==> src/rtl/unet_ip_pkg.sv <==
// Shared widths, typedefs and FSM encoding for the UNet upsample block.
package unet_ip_pkg;

    localparam int DATA_W = 12;
    localparam int ADDR_W = 15;
    localparam int DIM_W  = 7;
    localparam int SCL_W  = 3;
    localparam int HW_W   = 2 * DIM_W;
    localparam int PROD_W = 3 * DIM_W + 2 * SCL_W;

    typedef logic [ADDR_W-1:0] addr_t;
    typedef logic [DATA_W-1:0] data_t;
    typedef logic [DIM_W-1:0]  dim_t;
    typedef logic [SCL_W-1:0]  scl_t;
    typedef logic [HW_W-1:0]   hw_t;
    typedef logic [PROD_W-1:0] prod_t;

    // Largest job that still fits the output RAM.
    localparam prod_t MAX_WORDS = prod_t'(1) << ADDR_W;

    typedef enum logic [2:0] {
        ST_IDLE,
        ST_CHECK,
        ST_RUN,
        ST_FLUSH,
        ST_FIN
    } state_t;

    // Output word count at full width so an oversized job cannot alias small.
    function automatic prod_t job_words(dim_t ch, dim_t h, dim_t w, scl_t s);
        return prod_t'(ch) * prod_t'(h) * prod_t'(w) * prod_t'(s) * prod_t'(s);
    endfunction

endpackage

==> src/rtl/unet_ip_upsample_addrgen.sv <==
// Read-address generator: walks the output raster (c, oy, ox) and maps each
// output pixel back to its source pixel in the input map.
module unet_ip_upsample_addrgen
    import unet_ip_pkg::*;
(
    input  logic  clk,
    input  logic  arst_n,
    input  logic  init,
    input  logic  step,
    input  dim_t  channels,
    input  dim_t  height,
    input  dim_t  width,
    input  scl_t  scale,
    input  hw_t   hw,
    output addr_t radr,
    output logic  last
);

    dim_t  c, iy, ix;
    scl_t  sy, sx;
    addr_t plane_base, row_base;

    logic sx_end, ix_end, sy_end, iy_end, c_end;

    // Wrap conditions for each nested counter.
    always_comb begin
        sx_end = (sx == scale - scl_t'(1));
        ix_end = (ix == width - dim_t'(1));
        sy_end = (sy == scale - scl_t'(1));
        iy_end = (iy == height - dim_t'(1));
        c_end  = (c == channels - dim_t'(1));
        last   = c_end && iy_end && sy_end && ix_end && sx_end;
        radr   = plane_base + row_base + addr_t'(ix);
    end

    // Nested counters; row_base only advances once a row has been repeated s times.
    always_ff @(posedge clk or negedge arst_n) begin
        if (!arst_n) begin
            c          <= '0;
            iy         <= '0;
            ix         <= '0;
            sy         <= '0;
            sx         <= '0;
            plane_base <= '0;
            row_base   <= '0;
        end else if (init) begin
            c          <= '0;
            iy         <= '0;
            ix         <= '0;
            sy         <= '0;
            sx         <= '0;
            plane_base <= '0;
            row_base   <= '0;
        end else if (step) begin
            if (!sx_end) begin
                sx <= sx + scl_t'(1);
            end else begin
                sx <= '0;
                if (!ix_end) begin
                    ix <= ix + dim_t'(1);
                end else begin
                    ix <= '0;
                    if (!sy_end) begin
                        sy <= sy + scl_t'(1);
                    end else begin
                        sy <= '0;
                        if (!iy_end) begin
                            iy       <= iy + dim_t'(1);
                            row_base <= row_base + addr_t'(width);
                        end else begin
                            iy         <= '0;
                            row_base   <= '0;
                            c          <= c + dim_t'(1);
                            plane_base <= plane_base + addr_t'(hw);
                        end
                    end
                end
            end
        end
    end

endmodule

==> src/rtl/unet_ip_upsample.sv <==
// Nearest-neighbour 2-D upsampler: control FSM, config check and write pipeline.
//
// state    | meaning
// ---------+-----------------------------------------------------------
// ST_IDLE  | waiting for start; config inputs latched on start
// ST_CHECK | one cycle: validate config, precompute H*W
// ST_RUN   | one read per cycle; write trails the read by one cycle
// ST_FLUSH | final write of the pipeline, no read
// ST_FIN   | one-cycle done / triosy strobes, then back to idle
module unet_ip_upsample
    import unet_ip_pkg::*;
(
    input  logic              clk,
    input  logic              arst_n,
    input  logic              start,
    output logic              busy,
    output logic              done,
    output logic              err,
    input  logic [DIM_W-1:0]  channels,
    input  logic [DIM_W-1:0]  height,
    input  logic [DIM_W-1:0]  width,
    input  logic [SCL_W-1:0]  scale,
    output logic [ADDR_W-1:0] input_rsc_radr,
    output logic              input_rsc_re,
    input  logic [DATA_W-1:0] input_rsc_q,
    output logic              input_rsc_clken,
    output logic              input_triosy_lz,
    output logic [ADDR_W-1:0] output_rsc_wadr,
    output logic [DATA_W-1:0] output_rsc_d,
    output logic              output_rsc_we,
    output logic              output_rsc_clken,
    output logic              output_triosy_lz
);

    state_t state, state_nxt;
    dim_t   cfg_ch, cfg_h, cfg_w;
    scl_t   cfg_s;
    hw_t    hw_q;
    logic   err_q;
    logic   we_q;
    addr_t  wadr_q;
    addr_t  oadr;
    addr_t  gen_radr;
    logic   gen_last;
    logic   accept;
    logic   reject;
    logic   re;

    assign accept = (state == ST_IDLE) && start;

    // Config is rejected when any dimension is zero or the result overflows the output RAM.
    always_comb begin
        reject = (cfg_ch == '0) || (cfg_h == '0) || (cfg_w == '0) || (cfg_s == '0) ||
                 (job_words(cfg_ch, cfg_h, cfg_w, cfg_s) > MAX_WORDS);
    end

    // Next-state and Moore outputs.
    always_comb begin
        state_nxt = state;
        busy      = 1'b0;
        re        = 1'b0;
        done      = 1'b0;
        case (state)
            ST_IDLE: begin
                if (start) state_nxt = ST_CHECK;
            end
            ST_CHECK: begin
                busy      = 1'b1;
                state_nxt = reject ? ST_FIN : ST_RUN;
            end
            ST_RUN: begin
                busy = 1'b1;
                re   = 1'b1;
                if (gen_last) state_nxt = ST_FLUSH;
            end
            ST_FLUSH: begin
                busy      = 1'b1;
                state_nxt = ST_FIN;
            end
            ST_FIN: begin
                done      = 1'b1;
                state_nxt = ST_IDLE;
            end
            default: state_nxt = ST_IDLE;
        endcase
    end

    // State register.
    always_ff @(posedge clk or negedge arst_n) begin
        if (!arst_n) state <= ST_IDLE;
        else         state <= state_nxt;
    end

    // Config latch, H*W precompute and sticky error flag.
    always_ff @(posedge clk or negedge arst_n) begin
        if (!arst_n) begin
            cfg_ch <= '0;
            cfg_h  <= '0;
            cfg_w  <= '0;
            cfg_s  <= '0;
            hw_q   <= '0;
            err_q  <= 1'b0;
        end else begin
            if (accept) begin
                cfg_ch <= channels;
                cfg_h  <= height;
                cfg_w  <= width;
                cfg_s  <= scale;
                err_q  <= 1'b0;
            end
            if (state == ST_CHECK) begin
                hw_q <= hw_t'(cfg_h) * hw_t'(cfg_w);
                if (reject) err_q <= 1'b1;
            end
        end
    end

    // Write pipeline: the write address is the read-side counter delayed one stage.
    always_ff @(posedge clk or negedge arst_n) begin
        if (!arst_n) begin
            oadr   <= '0;
            wadr_q <= '0;
            we_q   <= 1'b0;
        end else begin
            we_q <= re;
            if (accept) begin
                oadr <= '0;
            end else if (re) begin
                oadr   <= oadr + addr_t'(1);
                wadr_q <= oadr;
            end
        end
    end

    unet_ip_upsample_addrgen u_addrgen (
        .clk      (clk),
        .arst_n   (arst_n),
        .init     (state == ST_CHECK),
        .step     (re),
        .channels (cfg_ch),
        .height   (cfg_h),
        .width    (cfg_w),
        .scale    (cfg_s),
        .hw       (hw_q),
        .radr     (gen_radr),
        .last     (gen_last)
    );

    assign err              = err_q;
    assign input_rsc_re     = re;
    assign input_rsc_radr   = re ? gen_radr : '0;
    assign input_rsc_clken  = busy;
    assign output_rsc_clken = busy;
    assign output_rsc_we    = we_q;
    assign output_rsc_wadr  = wadr_q;
    assign output_rsc_d     = we_q ? input_rsc_q : '0;
    assign input_triosy_lz  = done;
    assign output_triosy_lz = done;

endmodule

==> config.mk <==
export PLATFORM = sky130hd
export DESIGN_NAME = unet_ip_upsample
export DESIGN_NICKNAME = d
export VERILOG_FILES = /design/src/rtl/unet_ip_pkg.sv /design/src/rtl/unet_ip_upsample_addrgen.sv /design/src/rtl/unet_ip_upsample.sv
export SDC_FILE = /design/constraint.sdc
export NUM_CORES = 1
export LEC_CHECK = 0
export ABC_CLOCK_PERIOD_IN_PS = 20600
export BUFFER_PORTS_ARGS = -buffer_cell sky130_fd_sc_hd__clkbuf_2
export CAP_MARGIN = 20
export CORE_MARGIN = 2
export CORE_UTILIZATION = 35
export DETAILED_ROUTE_END_ITERATION = 10
export HOLD_SLACK_MARGIN = 0.1
export SLEW_MARGIN = 20
export SYNTH_ARGS = -nofsm -noshare
export SYNTH_HDL_FRONTEND = slang
export SYNTH_SLANG_ARGS = --single-unit
==> constraint.sdc <==
create_clock -name clk -period 20.6 [get_ports clk]
set_input_delay 0 -clock clk [delete_from_list [all_inputs] [get_ports clk]]
set_output_delay 0 -clock clk [all_outputs]
set_load 0.005 [all_outputs]
==> impl_metrics.csv <==
group,metric,value,unit
status,outcome,"complete, no violations",
placed_design,place_ws,6.66,ns
clock_tree,ctsHoldBuffers,25,
route,drt_iter0_markers,993,
yosys,syn_area_per_cell,8.35,sq um
global_routing,grt_pass1_wl,74.3,mm
final_layout,drive_gt1_frac,0.0776,
final_layout,design_area,19800,sq um
route,vias_per_cell,5.11,
sta,min_period_over_period,0.674,
setup_path,cpPeakStageDelay,0.72,ns
route,drcViolationCount,0,
yosys,synthTopCellsByCount,"nand2_1, inv_1, ha_1",
clock_tree,tritoncts,"yes",
sta,finalSetupTns,0,ns
sta,setup_viol,0,
floorplan,die_w,230,um
yosys,ys_ff_latch,130,
setup_path,timing_worst_setup_path_type,"reg2reg",
global_routing,antenna_found_initial,0,
final_layout,multiInputGateArea,13400,sq um
route,wirelength,44.0,mm
floorplan,start_util,0.356,
setup_path,critPathArrivalTime,14.20,ns
clock_tree,cts_setup_buffers,0,
setup_path,crit_path_end_kind,"register",
global_routing,grt_start_max_net_pins,75,
yosys,netlist_instances,2141,
floorplan,rows,82,
clock_tree,cts_resized,0,
route,antenna_left,0,
yosys,synth_edf_count,0,
final_layout,fill_cells,5059,
sta,fin_crit,13.89,ns
floorplan,pin_count,90,
sta,max_freq,72.0,MHz
floorplan,fp.coreArea,50300,sq um
placed_design,place_area,18900,sq um
global_routing,grt_pass1_vias,15000,
sta,final.setup_skew,0.00863,ns
setup_path,crit_path_max_fanout,18,
sta,worst_pin_slew,1.07,ns
yosys,synth_top_cell_by_area,"dfrtp_1",
min_path,hp-class,"in2reg",
sta,hold_viol,0,
sta,finalWorstSetupSlack,6.71,ns
clock_tree,cts.sinks,130,
floorplan,dieArea,52900,sq um
yosys,ys.flop_type,"dfrtp_1",
route,drtPass1Iterations,5,
placed_design,io_buffers,89,
yosys,synth_area_leaders,"dfrtp_1, fa_1, ha_1",
route,wire_per_inst,15.2,um
setup_path,cp.required,20.91,ns
placed_design,hpwlAfterDp,34.7,mm
clock_tree,root_buffer,"clkbuf_16",
setup_path,start_kind,"register",
yosys,yosysMostFrequentCell,"nand2_1",
yosys,ys_warn_count,0,
final_layout,nNetsFinal,2609,
clock_tree,cts_made_buffers,17,
floorplan,fp.dieH,230,um
final_layout,antenna_cells,0,
clock_tree,cts_max_level,4,
global_routing,grtUsageTotal,0.170,
yosys,ys_seq_area_frac,0.182,
route,via_count,14800,
sta,maxSlewViolCount,0,
clock_tree,clk_latency,0.43,ns
yosys,yosysTopAreaCellShare,0.182,
yosys,synth_cell_types,79,
setup_path,path_common_cell,"fa_1",
setup_path,crit_path_top_delay_cell,"dfrtp_1",
yosys,synth_nets,2547,
global_routing,gr-total-overflow,0,
clock_tree,cts_buffer_depth,2,
clock_tree,clk_pin_slew_worst_paths,0.06,ns
placed_design,gp_congestion,0.869,
sta,rsz0062_at_grt,"false",
final_layout,synthToLayoutAreaGrowth,10.7,%
job,cap_violations,0,
final_layout,layout.area.seq,3250,sq um
yosys,synthArstFlopShare,1.00,
final_layout,final_core_util,0.394,
yosys,netlist_area,17900,sq um
sta,timing.slew.headroom,0.286,
==> cells by family after synthesis <==
group,Yosys count,share of synthesized area
and+or+nand+nor,803,0.210
AOI/OAI and AO/OA,349,0.128
DFF,130,0.182
adders and majority gates,367,0.324
buffers and inverters,321,0.0698
muxes,19,0.0116
xor gates and xnor gates,152,0.0748
==> routing by layer <==
layer | GRT usage | up-vias | part of all wire
met3 | 0.0215 | 40 | 0.035
li1 | - | 7192 | -
met4 | 0.0319 | 0 | 0.011
met5 | 0 | - | 0
met2 | 0.288 | 247 | 0.47
met1 | 0.234 | 7274 | 0.48
==> final cells by class <==
class,count,area share
tap,672,0.0425
sequential,130,0.164
multi-input combinational,1690,0.677
timing repair buffer,128,0.0408
clock buffer,23,0.0247
clock inverter,9,0.00645
inverter,236,0.0448
==> layout by cell type, fill, tap and decap left out, types with 15 or more instances in the layout <==
master / n
o31ai_1: 17
a21oi_1: 85
nand2_1: 355
nand2b_1: 19
nor2_1: 127
a21o_1: 35
inv_1: 234
dfrtp_1: 130
ha_1: 207
and3_1: 26
nor3_1: 35
clkbuf_2: 88
nor2b_1: 15
fa_1: 160
and2_1: 125
clkbuf_16: 17
nand3_1: 42
xor2_1: 72
o21ai_0: 88
xnor2_1: 79
o21a_1: 15
dlygate4sd3_1: 25
==> worst max-delay path, delay by kind of cell (launching register included) <==
kind / cells / cell delay (ns)
adder cells (fa/ha/maj): 14 / 6.44
flip-flops: 1 / 0.72
XOR/XNOR: 1 / 0.37
AND/OR/NAND/NOR: 9 / 1.71
AO/OA/AOI/OAI: 19 / 4.20
buffers and inverters: 7 / 0.31
==> final timing paths <==
| path | start | to | slack, ns | cells past startpoint |
|---|---|---|---|---|
| worst min register to register | output_rsc_wadr[13] | output_rsc_wadr[13] | 0.48 | 2 |
| worst max register to register | cfg_h[5] | state[2] | 6.71 | 50 |
| worst min-delay path | start | state[0] | 0.14 | 4 |
| worst max-delay path | cfg_h[5] | state[2] | 6.71 | 50 |
| min in group asynchronous | arst_n | output_rsc_wadr[7] | 0.16 | 2 |
| max in group asynchronous | arst_n | cfg_ch[4] | 19.20 | 3 |
==> registers in the layout, indices dropped and copies added (netlist names), 7 cells and up <==
signal,cells
cfg_ch,7
cfg_h,7
cfg_w,7
hw_q,14
oadr,15
output_rsc_wadr,15
u_addrgen.c,7
u_addrgen.ix,7
u_addrgen.iy,7
u_addrgen.plane_base,15
u_addrgen.row_base,15
==> through the flow <==
| stage | cells | hold slack [ns] |
|---|---|---|
| after global placement | 2831 | 0.0735 |
| final | 2888 | 0.136 |
| after global routing | 2888 | 0.197 |
| after floorplan | 2141 | -0.296 |
| after detailed placement | 2831 | 0.0795 |
| after CTS | 2888 | 0.119 |
Power is left out: the tool's default activity adds up to more than one toggle a clock period on the data nets, which glitch-free logic cannot reach.
